`config.mk`:
```
export PLATFORM = sky130hd
export DESIGN_NAME = ecc_scrubber_flat
export DESIGN_NICKNAME = d
export VERILOG_FILES = /design/src/rtl/ecc_scrubber_if.sv /design/src/rtl/ecc_scrubber.sv /design/src/flat_wrapper.sv
export SDC_FILE = /design/constraint.sdc
export NUM_CORES = 1
export LEC_CHECK = 0
export ABC_AREA = 0
export CAP_MARGIN = 25
export CORE_MARGIN = 1.5
export CORE_UTILIZATION = 39
export DETAILED_ROUTE_END_ITERATION = 10
export PLACE_DENSITY = 0.72
export REMOVE_ABC_BUFFERS = 1
export SLEW_MARGIN = 15
export SYNTH_ARGS = -nofsm -noshare
export SYNTH_HDL_FRONTEND = slang
export SYNTH_SLANG_ARGS = --single-unit
```
`constraint.sdc`:
```
create_clock -name clk -period 7.7 [get_ports clk]
set_clock_uncertainty 0.1 [all_clocks]
set_input_delay 2.31 -clock clk [delete_from_list [all_inputs] [get_ports clk]]
set_output_delay 2.31 -clock clk [all_outputs]
set_load 0.02 [all_outputs]
```
`src/rtl/ecc_scrubber_if.sv`:
```
// Host-side bus between the ECC scrubber and the memory/control agent.
// Optional error-log signals exist only when ECC_SCRUB_ERRLOG_EN is defined.
interface ecc_scrubber_if #(
   parameter int unsigned ADDR_W = 4
) ();
   logic              start;
   logic              busy;
   logic              done;
   logic              mem_grant;
   logic [ADDR_W-1:0] mem_addr;
   logic              mem_rd_en;
   logic [11:0]       mem_rd_data;
   logic              mem_wr_en;
   logic [11:0]       mem_wr_data;
   logic [7:0]        corr_count;
   logic [7:0]        uncorr_count;
`ifdef ECC_SCRUB_ERRLOG_EN
   logic [ADDR_W-1:0] err_addr;
   logic              err_valid;

   modport master (
      input  start, mem_grant, mem_rd_data,
      output busy, done, mem_addr, mem_rd_en, mem_wr_en, mem_wr_data,
      output corr_count, uncorr_count, err_addr, err_valid
   );

   modport slave (
      output start, mem_grant, mem_rd_data,
      input  busy, done, mem_addr, mem_rd_en, mem_wr_en, mem_wr_data,
      input  corr_count, uncorr_count, err_addr, err_valid
   );
`else
   modport master (
      input  start, mem_grant, mem_rd_data,
      output busy, done, mem_addr, mem_rd_en, mem_wr_en, mem_wr_data,
      output corr_count, uncorr_count
   );

   modport slave (
      output start, mem_grant, mem_rd_data,
      input  busy, done, mem_addr, mem_rd_en, mem_wr_en, mem_wr_data,
      input  corr_count, uncorr_count
   );
`endif
endinterface

```
`src/rtl/ecc_scrubber.sv`:
```
// Hamming(12,8) memory scrubber: reads every word once per pass, writes back single-bit fixes.
// Optional first-error log per pass is enabled by defining ECC_SCRUB_ERRLOG_EN.
module ecc_scrubber #(
   parameter int unsigned ADDR_W = 4
) (
   input logic            clk,
   input logic            rst,
   ecc_scrubber_if.master bus
);

   localparam logic [ADDR_W-1:0] LastAddr = {ADDR_W{1'b1}};

   typedef enum logic [2:0] {
      StIdle,
      StRead,
      StWait,
      StCheck,
      StWrite,
      StNext,
      StDone
   } state_e;

   state_e            state_q, state_d;
   logic [ADDR_W-1:0] addr_q, addr_d;
   logic [11:0]       rdata_q, rdata_d;
   logic [11:0]       wdata_q, wdata_d;
   logic [7:0]        corr_q, corr_d;
   logic [7:0]        uncorr_q, uncorr_d;
   logic              busy_q, busy_d;
   logic              done_q, done_d;
`ifdef ECC_SCRUB_ERRLOG_EN
   logic [ADDR_W-1:0] err_addr_q, err_addr_d;
   logic              err_valid_q, err_valid_d;
`endif

   logic [3:0]  syndrome;
   logic [11:0] corrected;

   // Each syndrome bit covers the codeword positions whose index has that bit set.
   always_comb begin
      syndrome[0] = ^(rdata_q & 12'h555);
      syndrome[1] = ^(rdata_q & 12'h666);
      syndrome[2] = ^(rdata_q & 12'h878);
      syndrome[3] = ^(rdata_q & 12'hF80);
      corrected   = rdata_q ^ (12'd1 << (syndrome - 4'd1));
   end

   always_comb begin
      state_d  = state_q;
      addr_d   = addr_q;
      rdata_d  = rdata_q;
      wdata_d  = wdata_q;
      corr_d   = corr_q;
      uncorr_d = uncorr_q;
      busy_d   = busy_q;
      done_d   = 1'b0;
`ifdef ECC_SCRUB_ERRLOG_EN
      err_addr_d  = err_addr_q;
      err_valid_d = err_valid_q;
`endif
      unique case (state_q)
         StIdle: begin
            if (bus.start) begin
               addr_d   = '0;
               corr_d   = '0;
               uncorr_d = '0;
               busy_d   = 1'b1;
               state_d  = StRead;
`ifdef ECC_SCRUB_ERRLOG_EN
               err_valid_d = 1'b0;
`endif
            end
         end
         StRead: begin
            if (bus.mem_grant) state_d = StWait;
         end
         StWait: begin
            rdata_d = bus.mem_rd_data;
            state_d = StCheck;
         end
         StCheck: begin
            if (syndrome == 4'd0) begin
               state_d = StNext;
            end else if (syndrome <= 4'd12) begin
               wdata_d = corrected;
               corr_d  = (corr_q != 8'hFF) ? corr_q + 8'd1 : corr_q;
               state_d = StWrite;
            end else begin
               uncorr_d = (uncorr_q != 8'hFF) ? uncorr_q + 8'd1 : uncorr_q;
               state_d  = StNext;
            end
`ifdef ECC_SCRUB_ERRLOG_EN
            if (syndrome != 4'd0 && !err_valid_q) begin
               err_addr_d  = addr_q;
               err_valid_d = 1'b1;
            end
`endif
         end
         StWrite: begin
            if (bus.mem_grant) state_d = StNext;
         end
         StNext: begin
            if (addr_q == LastAddr) begin
               busy_d  = 1'b0;
               done_d  = 1'b1;
               state_d = StDone;
            end else begin
               addr_d  = addr_q + 1'b1;
               state_d = StRead;
            end
         end
         StDone: begin
            state_d = StIdle;
         end
         default: begin
            state_d = StIdle;
         end
      endcase
   end

   always_ff @(posedge clk or posedge rst) begin
      if (rst) begin
         state_q  <= StIdle;
         addr_q   <= '0;
         rdata_q  <= '0;
         wdata_q  <= '0;
         corr_q   <= '0;
         uncorr_q <= '0;
         busy_q   <= 1'b0;
         done_q   <= 1'b0;
`ifdef ECC_SCRUB_ERRLOG_EN
         err_addr_q  <= '0;
         err_valid_q <= 1'b0;
`endif
      end else begin
         state_q  <= state_d;
         addr_q   <= addr_d;
         rdata_q  <= rdata_d;
         wdata_q  <= wdata_d;
         corr_q   <= corr_d;
         uncorr_q <= uncorr_d;
         busy_q   <= busy_d;
         done_q   <= done_d;
`ifdef ECC_SCRUB_ERRLOG_EN
         err_addr_q  <= err_addr_d;
         err_valid_q <= err_valid_d;
`endif
      end
   end

   // Strobes follow grant combinationally so a denied cycle issues no access.
   assign bus.mem_rd_en    = (state_q == StRead) & bus.mem_grant;
   assign bus.mem_wr_en    = (state_q == StWrite) & bus.mem_grant;
   assign bus.mem_addr     = addr_q;
   assign bus.mem_wr_data  = wdata_q;
   assign bus.corr_count   = corr_q;
   assign bus.uncorr_count = uncorr_q;
   assign bus.busy         = busy_q;
   assign bus.done         = done_q;
`ifdef ECC_SCRUB_ERRLOG_EN
   assign bus.err_addr  = err_addr_q;
   assign bus.err_valid = err_valid_q;
`endif

endmodule

```
`src/flat_wrapper.sv`:
```
// flat-port wrapper written by rule: the top's interface ports become plain ports
module ecc_scrubber_flat 
#(
   parameter int unsigned ADDR_W = 4
)
  (clk, rst, bus_start, bus_mem_grant, bus_mem_rd_data, bus_busy, bus_done, bus_mem_addr, bus_mem_rd_en, bus_mem_wr_en, bus_mem_wr_data, bus_corr_count, bus_uncorr_count);
  ecc_scrubber_if #(.ADDR_W(ADDR_W)) bus_i ();
  input logic clk;
  input logic rst;
  input wire logic [$bits(bus_i.start)-1:0] bus_start;
  input wire logic [$bits(bus_i.mem_grant)-1:0] bus_mem_grant;
  input wire logic [$bits(bus_i.mem_rd_data)-1:0] bus_mem_rd_data;
  output wire logic [$bits(bus_i.busy)-1:0] bus_busy;
  output wire logic [$bits(bus_i.done)-1:0] bus_done;
  output wire logic [$bits(bus_i.mem_addr)-1:0] bus_mem_addr;
  output wire logic [$bits(bus_i.mem_rd_en)-1:0] bus_mem_rd_en;
  output wire logic [$bits(bus_i.mem_wr_en)-1:0] bus_mem_wr_en;
  output wire logic [$bits(bus_i.mem_wr_data)-1:0] bus_mem_wr_data;
  output wire logic [$bits(bus_i.corr_count)-1:0] bus_corr_count;
  output wire logic [$bits(bus_i.uncorr_count)-1:0] bus_uncorr_count;
  assign bus_i.start = bus_start;
  assign bus_i.mem_grant = bus_mem_grant;
  assign bus_i.mem_rd_data = bus_mem_rd_data;
  assign bus_busy = bus_i.busy;
  assign bus_done = bus_i.done;
  assign bus_mem_addr = bus_i.mem_addr;
  assign bus_mem_rd_en = bus_i.mem_rd_en;
  assign bus_mem_wr_en = bus_i.mem_wr_en;
  assign bus_mem_wr_data = bus_i.mem_wr_data;
  assign bus_corr_count = bus_i.corr_count;
  assign bus_uncorr_count = bus_i.uncorr_count;
  ecc_scrubber #(.ADDR_W(ADDR_W)) u_core (.clk(clk), .rst(rst), .bus(bus_i));
endmodule
```
# ---- Yosys cells after proc, flatten, opt, wreduce, memory -nomap -nowiden
# Index checks and enable logic that the tools add are counted.
dict set report word_totals {
  reg_bits 49
  in_bits 16
  output_inout_bits 36
  word_cells 74
}
dict set report op_classes {
  addsub 4
  n_lt_le_gt_ge 1
  eq_ne 18
  shift 1
  n_mux 24
  n_bitwise 4
  reduce_logical 14
}
# operator count
set op_table {}
lappend op_table {{$mux 8} 7}
lappend op_table {{$reduce_xor 12->1} 4}
lappend op_table {{$pmux 8 s2} 2}
lappend op_table {{$pmux 3 s6} 1}
lappend op_table {{$add 8x1->8 const B} 2}
lappend op_table {{$ne 8x8->1 const B} 2}
lappend op_table {{$mux 3} 5}
lappend op_table {{$ne 2x2->1 const B} 6}
lappend op_table {{$reduce_and 3->1} 4}
lappend op_table {{$shl 1x4->12 const A} 1}
lappend op_table {{$xor 12x12->12} 1}
lappend op_table {{$reduce_and 5->1} 2}
lappend op_table {{$mux 4} 2}
lappend op_table {{$ne 2x1->1 const B} 4}
lappend op_table {{$pmux 4 s2} 1}
lappend op_table {{$eq 3x2->1 const B} 2}
lappend op_table {{$eq 3x3->1 const B} 2}
lappend op_table {{$mux 1} 5}
lappend op_table {{$add 4x1->4 const B} 1}
lappend op_table {{$eq 4x4->1 const B} 1}
lappend op_table {{$le 4x4->1 const B} 1}
lappend op_table {{$logic_not 4->1} 1}
lappend op_table {{$reduce_bool 2->1} 2}
lappend op_table {{$sub 4x1->4 const B} 1}
lappend op_table {{other kinds (5)} 6}

# ---- Logic depth before layout (Yosys ltp)
dict set report logic_depth {
  depth_word 5
  mapped_depth 8
  depth_no_buf 7
}

# ---- Worst setup path before layout
# No wires, ideal clock.
dict set report synth_path {
  kind {in2out}
  startpoint {in bus_mem_grant}
  endpoint {out bus_mem_rd_en}
  arrival_time_ns 2.739
  t_required_ns 5.290
  path_slack_ns 2.551
  cell_stages 2
  n_path_buf 0
  path_cell_list {nor2b_1 > and3b_1}
}
dict set report synth_via {
  elab_chain_cells 1
}
# item line
set synth_lines {}
lappend synth_lines {{start: declaration} flat_wrapper.sv:11} ;# input wire logic [$bits(bus_i.mem_grant)-1:0] bus_mem_grant;
lappend synth_lines {{$and 1x1->1} ecc_scrubber.sv:152} ;# assign bus.mem_rd_en = (state_q == StRead) & bus.mem_grant;
lappend synth_lines {{end: declaration} flat_wrapper.sv:16} ;# output wire logic [$bits(bus_i.mem_rd_en)-1:0] bus_mem_rd_en;
# Every way passes these cells.

# ---- Worst setup path in the final report
# Same ends and word-level chain as after synthesis.

==> results.ini <==
[yosys]
synth_cell_type_count=44
avgSynthCellArea_um2=10.1
yosysTopAreaCellShare=0.456
synth_flop_cell=dfrtp_1
synth_seq_cells=49
yosysTopAreaCell=dfrtp_1
seq_area_frac_synth=0.456
synth_edf_count=0
synthCells=267
yosys_warnings=0
synthTopCellsByArea=dfrtp_1, xnor2_1, mux2_2, nor2_1, a21oi_1
syn_area_mm2=0.00269
async_flop_share=1.00

[flow_run]
cap_violations=0

[critical_path]
cp-start-kind=input pin
crit_path_max_incr_delay_ps=600
critPathSlowestCell=clkdlybuf4s50_1
ff2ff_setup_slack_ps=4670
critPathRequiredTime_ps=5290
critical_path.cell_chain=clkdlybuf4s50_1 > nor2b_1 > and3b_1 > clkdlybuf4s50_1
cp_common_cell=clkdlybuf4s50_1
crit_arrival_ps=3800
path_max_fanout=3
cp_num_buf_inv=2
critPathTopFamily=buffers and inverters
criticalPathCategory=input pin to primary output
end_kind=primary output

[pwr]
netSwitchingFraction=0.460
internal_power_uw=979
p_switching_uw=833
pwr-share-seq=0.244
p_comb_frac=0.649
ir_drop_mv=0.192
pwr-share-clk=0.107
pwr_density_cell_mw_per_mm2=527
p_leak_nw=1.46

[finish]
final_util=0.511
final_layout_size_suffix_gt1_frac=0.118
nNetsFinal=340
final_cells=402
syn_to_final_growth_pct=27.7
antennaDiodeCount=0

[grt]
grt_pass1_wl_mm=9.84
grt_pass1_vias=2164
grt_max_degree=26
overflow=0
antenna_found_initial=0
grt_use_total=0.167

[clock_tree]
path_clk_slew_ps=90
cts_root_buf=clkbuf_8
post_cts_buffers=0
cts_buffers=5
cts_buffer_depth=2
cts_hold_buf=0
cts_resized=0
cts_tree=yes
clk_latency_ps=310
htreeDepth=2
cts.sinks=49

[timing]
min_period_ps=6210
finalCritPeriodShare=0.806
rsz0062_at_grt=false
worstMarginPinSlew_ps=987
fin_worst_hold_slack_ps=392
finalSetupViolCount=0
slew_viol_final=0
slew_headroom=0.337
setup_tns_ps=0
hold_viol_final=0
finalWorstSetupSlack_ps=1490
fmax_mhz=161

[run_status]
outcome=completed

[place]
dp_hpwl_mm=4.12
dp_slack_ps=1490
gp_congestion=0.772
dp.cells=394
io_buffers=51

[drt]
initialDrtViolationCount=88
vias=2148
drtAntennaViolNets=0
first_pass_iters=4
wl_mm=5.67
viasPerCell=5.34
route.detailed.drc=0
avgRoutedWirePerCell_um=14.1

[floorplan]
die_area_mm2=0.00740
start_util=0.400
die_h_um=86.1
core_area_mm2=0.00672
fp.dieW_um=86.1
rows=30
io_pins=52

[worst_hold_path]
hp-class=flip-flop to flip-flop

==> cell usage in the layout (no fill, tap or decap), types with 5 or more instances in the layout <==
cell / n
clkdlybuf4s50_1: 51
dfrtp_1: 49
nor2_1: 29
nand2_1: 24
a21oi_1: 20
xnor2_1: 17
o21ai_0: 15
nand3_1: 14
mux2_2: 13
xor2_1: 6
nand4_1: 6
clkbuf_8: 6
inv_1: 5
==> area by class of cell <==
class / instances / area, µm²
clock inverters: 2 / 37.5
well taps: 80 / 100
clock buffers: 6 / 82.6
inverters: 6 / 22.5
flip-flops and latches: 49 / 1230
multi-input cells: 204 / 1410
fillers: 617 / 3280
repair buffers: 55 / 553
==> layer usage <==
layer	wire length [µm]	track usage	vias up
li1	-	-	1049
met1	2640	0.212	1055
met2	2750	0.290	38
met3	229	0.0414	6
met4	49	0.0352	0
met5	0	0	-
==> cells in the mapped netlist, types with 5 or more instances <==
master,number
a21oi_1,20
clkbuf_1,5
dfrtp_1,49
inv_1,6
mux2_2,13
nand2_1,24
nand3_1,14
nand4_1,6
nor2_1,29
o21ai_0,15
xnor2_1,17
xor2_1,6
==> registers in the layout (all words and copies together), names as in the netlist <==
signal,count
u_core.bus.corr_count,8
u_core.rdata_q,12
u_core.bus.busy,1
u_core.state_q,3
u_core.bus.done,1
u_core.bus.uncorr_count,8
u_core.bus.mem_addr,4
u_core.bus.mem_wr_data,12
==> stage by stage <==
stage,power (mW),area [µm²]
after detailed placement,1.63,3320
final,1.81,3440
after global placement,1.59,3300
after global routing,1.96,3440
after CTS,1.83,3440
after floorplan,1.33,2660
==> path summary, 6_finish.rpt <==
kind / from / to / depth (start not counted)
min reg2reg: u_core.bus.busy$_DFFE_PP0P_ / u_core.bus.busy$_DFFE_PP0P_ / 2
min in group asynchronous: rst / u_core.bus.uncorr_count[2]$_DFFE_PP0P_ / 2
max reg2reg: u_core.rdata_q[3]$_DFFE_PP0P_ / u_core.bus.corr_count[3]$_DFFE_PP0P_ / 7
min: u_core.bus.busy$_DFFE_PP0P_ / u_core.bus.busy$_DFFE_PP0P_ / 2
max in group asynchronous: rst / u_core.bus.done$_DFF_PP0_ / 3
max: bus_mem_grant / bus_mem_rd_en / 4
==> worst min-delay path: stages (launching register included) <==
cell and delay (ps):
dfrtp_1 360, nand2_1 50, nand2_1 50
==> power groups by stage <==
stage | combinational, mW | sequential, mW | clock [mW]
after floorplan | 0.851 | 0.481 | 0
after global placement | 1.15 | 0.444 | 0
after detailed placement | 1.18 | 0.448 | 0
after CTS | 1.18 | 0.443 | 0.200
after global routing | 1.30 | 0.458 | 0.210
final | 1.18 | 0.441 | 0.195
==> cells by family after synthesis <==
logic type | share of synthesized area
AND/OR/NAND/NOR | 0.194
AO/OA/AOI/OAI | 0.119
flip-flops | 0.456
XOR/XNOR | 0.127
buffers and inverters | 0.0209
multiplexers | 0.0693
adder cells (fa/ha/maj) | 0.0140
Note: power is estimated with default switching activity, not from simulation.
